**src/rtl/router_pkg.sv**
```systemverilog
// Shared types for the 1xN router control FSM.
// The DROP_PACKET state exists only when ROUTER_FSM_DROP_INVALID_EN is defined.
package router_pkg;

  localparam int MAX_PORTS = 16;

  typedef enum logic [3:0] {
    DECODE_ADDRESS,
    LOAD_FIRST_DATA,
    LOAD_DATA,
    FIFO_FULL_STATE,
    LOAD_AFTER_FULL,
    LOAD_PARITY,
    CHECK_PARITY_ERROR,
    WAIT_TILL_EMPTY
`ifdef ROUTER_FSM_DROP_INVALID_EN
    , DROP_PACKET
`endif
  } router_state_t;

endpackage

```
**src/rtl/router_fsm_np.sv**
```systemverilog
// 1xN packet-router control FSM: header decode, load sequencing, FIFO-full stall.
// Define ROUTER_FSM_DROP_INVALID_EN to discard packets addressed to absent ports.
module router_fsm_np
  import router_pkg::*;
#(
  parameter int NUM_PORTS = 3,
  parameter int ADDR_W    = 2
) (
  input  logic                 clock,
  input  logic                 reset,
  input  logic                 pkt_valid,
  input  logic [ADDR_W-1:0]    data_in,
  input  logic                 fifo_full,
  input  logic [NUM_PORTS-1:0] fifo_empty,
  input  logic [NUM_PORTS-1:0] soft_reset,
  input  logic                 parity_done,
  input  logic                 low_packet_valid,
  output logic                 write_enb_reg,
  output logic                 detect_add,
  output logic                 lfd_state,
  output logic                 ld_state,
  output logic                 laf_state,
  output logic                 full_state,
  output logic                 rst_int_reg,
  output logic                 busy,
  output logic [ADDR_W-1:0]    dest_sel,
  output logic                 drop_state
);

  localparam logic [ADDR_W:0] PORT_LIMIT = (ADDR_W+1)'(NUM_PORTS);

  router_state_t state;
  router_state_t nxt;
  logic          addr_ok;
  logic          sel_soft_reset;
  logic          soft_reset_armed;

  assign addr_ok        = {1'b0, data_in} < PORT_LIMIT;
  assign sel_soft_reset = soft_reset[dest_sel];

`ifdef ROUTER_FSM_DROP_INVALID_EN
  assign soft_reset_armed = (state != DECODE_ADDRESS) && (state != DROP_PACKET);
`else
  assign soft_reset_armed = (state != DECODE_ADDRESS);
`endif

  always_comb begin
    nxt = state;
    if (soft_reset_armed && sel_soft_reset) begin
      nxt = DECODE_ADDRESS;
    end else begin
      case (state)
        DECODE_ADDRESS: begin
          if (pkt_valid && addr_ok)
            nxt = fifo_empty[data_in] ? LOAD_FIRST_DATA : WAIT_TILL_EMPTY;
`ifdef ROUTER_FSM_DROP_INVALID_EN
          else if (pkt_valid)
            nxt = DROP_PACKET;
`endif
        end
        LOAD_FIRST_DATA: nxt = LOAD_DATA;
        LOAD_DATA: begin
          if (fifo_full)       nxt = FIFO_FULL_STATE;
          else if (!pkt_valid) nxt = LOAD_PARITY;
        end
        FIFO_FULL_STATE: if (!fifo_full) nxt = LOAD_AFTER_FULL;
        LOAD_AFTER_FULL: begin
          if (parity_done)           nxt = DECODE_ADDRESS;
          else if (low_packet_valid) nxt = LOAD_PARITY;
          else                       nxt = LOAD_DATA;
        end
        LOAD_PARITY:        nxt = CHECK_PARITY_ERROR;
        CHECK_PARITY_ERROR: nxt = fifo_full ? FIFO_FULL_STATE : DECODE_ADDRESS;
        WAIT_TILL_EMPTY:    if (fifo_empty[dest_sel]) nxt = LOAD_FIRST_DATA;
`ifdef ROUTER_FSM_DROP_INVALID_EN
        DROP_PACKET:        if (!pkt_valid) nxt = DECODE_ADDRESS;
`endif
        default:            nxt = DECODE_ADDRESS;
      endcase
    end
  end

  // Outputs are registered from the next state so they line up with the state register.
  always_ff @(posedge clock or posedge reset) begin
    if (reset) begin
      state         <= DECODE_ADDRESS;
      dest_sel      <= '0;
      detect_add    <= 1'b1;
      lfd_state     <= 1'b0;
      ld_state      <= 1'b0;
      laf_state     <= 1'b0;
      full_state    <= 1'b0;
      rst_int_reg   <= 1'b0;
      write_enb_reg <= 1'b0;
      busy          <= 1'b0;
    end else begin
      state <= nxt;
      if (state == DECODE_ADDRESS && pkt_valid && addr_ok)
        dest_sel <= data_in;
      detect_add    <= (nxt == DECODE_ADDRESS);
      lfd_state     <= (nxt == LOAD_FIRST_DATA);
      ld_state      <= (nxt == LOAD_DATA);
      laf_state     <= (nxt == LOAD_AFTER_FULL);
      full_state    <= (nxt == FIFO_FULL_STATE);
      rst_int_reg   <= (nxt == CHECK_PARITY_ERROR);
      write_enb_reg <= (nxt == LOAD_DATA) || (nxt == LOAD_PARITY) || (nxt == LOAD_AFTER_FULL);
      busy          <= (nxt != DECODE_ADDRESS) && (nxt != LOAD_DATA);
    end
  end

`ifdef ROUTER_FSM_DROP_INVALID_EN
  always_ff @(posedge clock or posedge reset) begin
    if (reset) drop_state <= 1'b0;
    else       drop_state <= (nxt == DROP_PACKET);
  end
`else
  assign drop_state = 1'b0;
`endif

endmodule

```
**config.mk**
```make
export PLATFORM = sky130hd
export DESIGN_NAME = router_fsm_np
export DESIGN_NICKNAME = d
export VERILOG_FILES = /design/src/rtl/router_pkg.sv /design/src/rtl/router_fsm_np.sv
export SDC_FILE = /design/constraint.sdc
export NUM_CORES = 1
export LEC_CHECK = 0
export BUFFER_PORTS_ARGS = -buffer_cell sky130_fd_sc_hd__buf_2
export CAP_MARGIN = 20
export CELL_PAD_IN_SITES_DETAIL_PLACEMENT = 0
export CELL_PAD_IN_SITES_GLOBAL_PLACEMENT = 1
export CORE_MARGIN = 5
export CORE_UTILIZATION = 39
export CTS_CLUSTER_SIZE = 28
export DETAILED_ROUTE_END_ITERATION = 10
export MAX_ROUTING_LAYER = met4
export PLACE_DENSITY = 0.86
export SETUP_SLACK_MARGIN = 0.15
export SLEW_MARGIN = 20
export SYNTH_ARGS = -nofsm -noshare
export SYNTH_HDL_FRONTEND = slang
export SYNTH_SLANG_ARGS = --single-unit
```
**constraint.sdc**
```tcl
create_clock -name clock -period 4.2 [get_ports clock]
set_input_delay 0.63 -clock clock [delete_from_list [all_inputs] [get_ports clock]]
set_output_delay 0.63 -clock clock [all_outputs]
set_load 0.01 [all_outputs]
```
==> flow_metrics.tcl <==
set metrics [dict create \
    run_status "finished clean" \
    wirelength_um 1610 \
    cts-buffers-inserted 3 \
    post_cts_buffers 0 \
    area_growth_pct 20.8 \
    slew_headroom_pct 60.7 \
    viasPerCell 5.27 \
    hp-class "input port to async pin" \
    fin_nets 120 \
    synth_seq_cells 14 \
    firstDrtPassIters 2 \
    cts.repair.resized 0 \
    synth_top_family_by_area "simple AND/OR/NAND/NOR gates" \
    rsz0062_at_grt "no" \
    overflow 0 \
    place.gp.congestion 0.931 \
    timing.final.ws_setup_ns 2.32 \
    required_ns 4.37 \
    synth-async-reset-ratio_pct 100 \
    grt_pass1_wl_um 2590 \
    die_h_um 54.6 \
    regMostFlops "state" \
    synth_fa_ha_area_share_pct 0 \
    ant_nets 0 \
    irDropWorstVdd_uv 178 \
    grt_pass1_vias 634 \
    reg.largest.list "state x4, dest_sel x2" \
    place_ws_ns 2.12 \
    p_leak_nw 0.470 \
    largest_reg_flops 4 \
    synth_most_common_cell "dfrtp_1" \
    reg2reg_from "state[2]$_DFF_PP0_" \
    r2r-end "ld_state$_DFF_PP0_" \
    synth.area.mux_share_pct 5.15 \
    synth_ff_type "dfrtp_1" \
    syn_inst 80 \
    vias 695 \
    setup_viol 0 \
    synth_compound_area_share_pct 19.5 \
    worst-r2r-setup-slack_ns 2.32 \
    syn_area_um2 777 \
    num-fill-cells 188 \
    grt_use_total_pct 12.8 \
    timing.hold.ws_ns 0.364 \
    cts-root-buf "clkbuf_4" \
    rows 16 \
    clk_pin_slew_worst_paths_ns 0.08 \
    worstMarginPinSlew_ns 0.581 \
    syn_area_per_cell_um2 9.71 \
    crit_arrival_ns 2.05 \
    start_util_pct 40.4 \
    maxCapViolCount 0 \
    io_pins 25 \
    antenna_found_initial 0 \
    clockBufferDepth 2 \
    skew_ns 0.00451 \
    dieArea_mm2 0.00298 \
    finalHoldViolCount 0 \
    synthTopCellsByArea "dfrtp_1, mux2i_1, nor2b_1" \
    tns_ns 0 \
    yosysSeqAreaShare_pct 45.2 \
    start_kind "flip-flop" \
    drc 0 \
    slew_violations 0 \
    n_antenna_cell 0 \
    synth.distinct_cells 35 \
    cts.sinks 14 \
    yosys_warnings 0 \
    hpwlAfterDp_um 1300 \
    drive_above_1_share_pct 30.5 \
    port_buffers 23 \
    synthTopCellsByCount "dfrtp_1, nor2_1, a21oi_1" \
    crit_start "state[2]$_DFF_PP0_" \
    fin_crit_ns 1.88 \
    cts_tree "yes" \
    grt_max_degree 15 \
    end_kind "flip-flop" \
    synth_top_area_cell "dfrtp_1" \
    min_period_over_period_pct 44.8 \
    core-area_mm2 0.00192 \
    die_x_um 54.6 \
    critPathMaxFanout 11 \
    synthXorXnorAreaFrac_pct 0 \
    synth_edf_count 0 \
    synth_top_area_share_pct 41.9 \
    cts-hold-fix-buffers 0 \
    timing.fmax_ghz 0.532 \
    synth_simple_gate_area_share_pct 25.4 \
    reg2regPathDepth 4 \
    clock_latency_ns 0.27 \
    wl_per_cell_um 12.2 \
    drt-initial-drc-count 2 \
    htreeDepth 1 \
    power_density_mw_per_mm2 315 \
    path_class "flip-flop to flip-flop" \
]
kinds of logic after synthesis:
kind of cell	after synthesis
DFF	14
muxes	4
and+or+nand+nor	33
other	1
AOI/OAI and AO/OA	21
buffers and inverters	7
layout make-up:
| cell class | instances | area, µm² | share of cell area (%) |
|---|---|---|---|
| Clock buffer | 4 | 26.3 | 2.80 |
| Timing Repair Buffer | 23 | 115 | 12.3 |
| Sequential cell | 14 | 352 | 37.5 |
| Inverter | 4 | 15.0 | 1.60 |
| Tap cell | 27 | 33.8 | 3.60 |
| Multi-Input combinational cell | 60 | 397 | 42.3 |
stage by stage:
step	instances	area, µm²	util [%]	total power [mW]
floorplan	81	781	-	0.200
global placement	128	912	47.5	0.223
detailed placement	128	912	47.5	0.225
CTS	132	938	48.8	0.301
global route	132	938	48.8	0.315
finish	132	938	48.8	0.296
critical path, stage by stage, from the launching register on:
cell and delay (ns):
dfrtp_1 0.54, nor2b_1 0.21, nor4b_1 0.51, nor2_1 0.21, nor4_1 0.31
cell usage in the layout (no fill, tap or decap), drive strengths merged, types with 2 or more instances in the layout:
cell | Yosys | final
o21ai | 3 | 3
mux2i | 4 | 4
nand3 | 2 | 2
nor2 | 8 | 8
dfrtp | 13 | 13
and3 | 2 | 2
a21oi | 7 | 7
o22a | 2 | 2
o22ai | 2 | 2
buf | 3 | 23
nor3 | 2 | 2
inv | 4 | 4
nor2b | 5 | 5
nand3b | 2 | 2
or3 | 3 | 3
clkbuf | 0 | 4
conb | 1 | 2
nand2 | 4 | 4
how the worst max path moves through the flow:
stage               depth (start not counted)                      end
floorplan                                   5  write_enb_reg$_DFF_PP0_
global placement                            6  write_enb_reg$_DFF_PP0_
detailed placement                          6  write_enb_reg$_DFF_PP0_
CTS                                         5  write_enb_reg$_DFF_PP0_
global route                                4       ld_state$_DFF_PP0_
finish                                      4       ld_state$_DFF_PP0_
power by group:
group / switching, mW / internal (mW)
sequential: 0.0135 / 0.145
combinational: 0.0331 / 0.0296
clock: 0.0382 / 0.0368
total: 0.0848 / 0.211
per-layer routing:
metal / up-vias / global-route usage, % / share of wire (%)
li1: 339 / - / -
met1: 326 / 12.5 / 40
met2: 22 / 21.9 / 49
met3: 8 / 4.90 / 7.5
met4: 0 / 6.64 / 2.9
met5: - / - / 0
(Power assumes the default switching activity.)
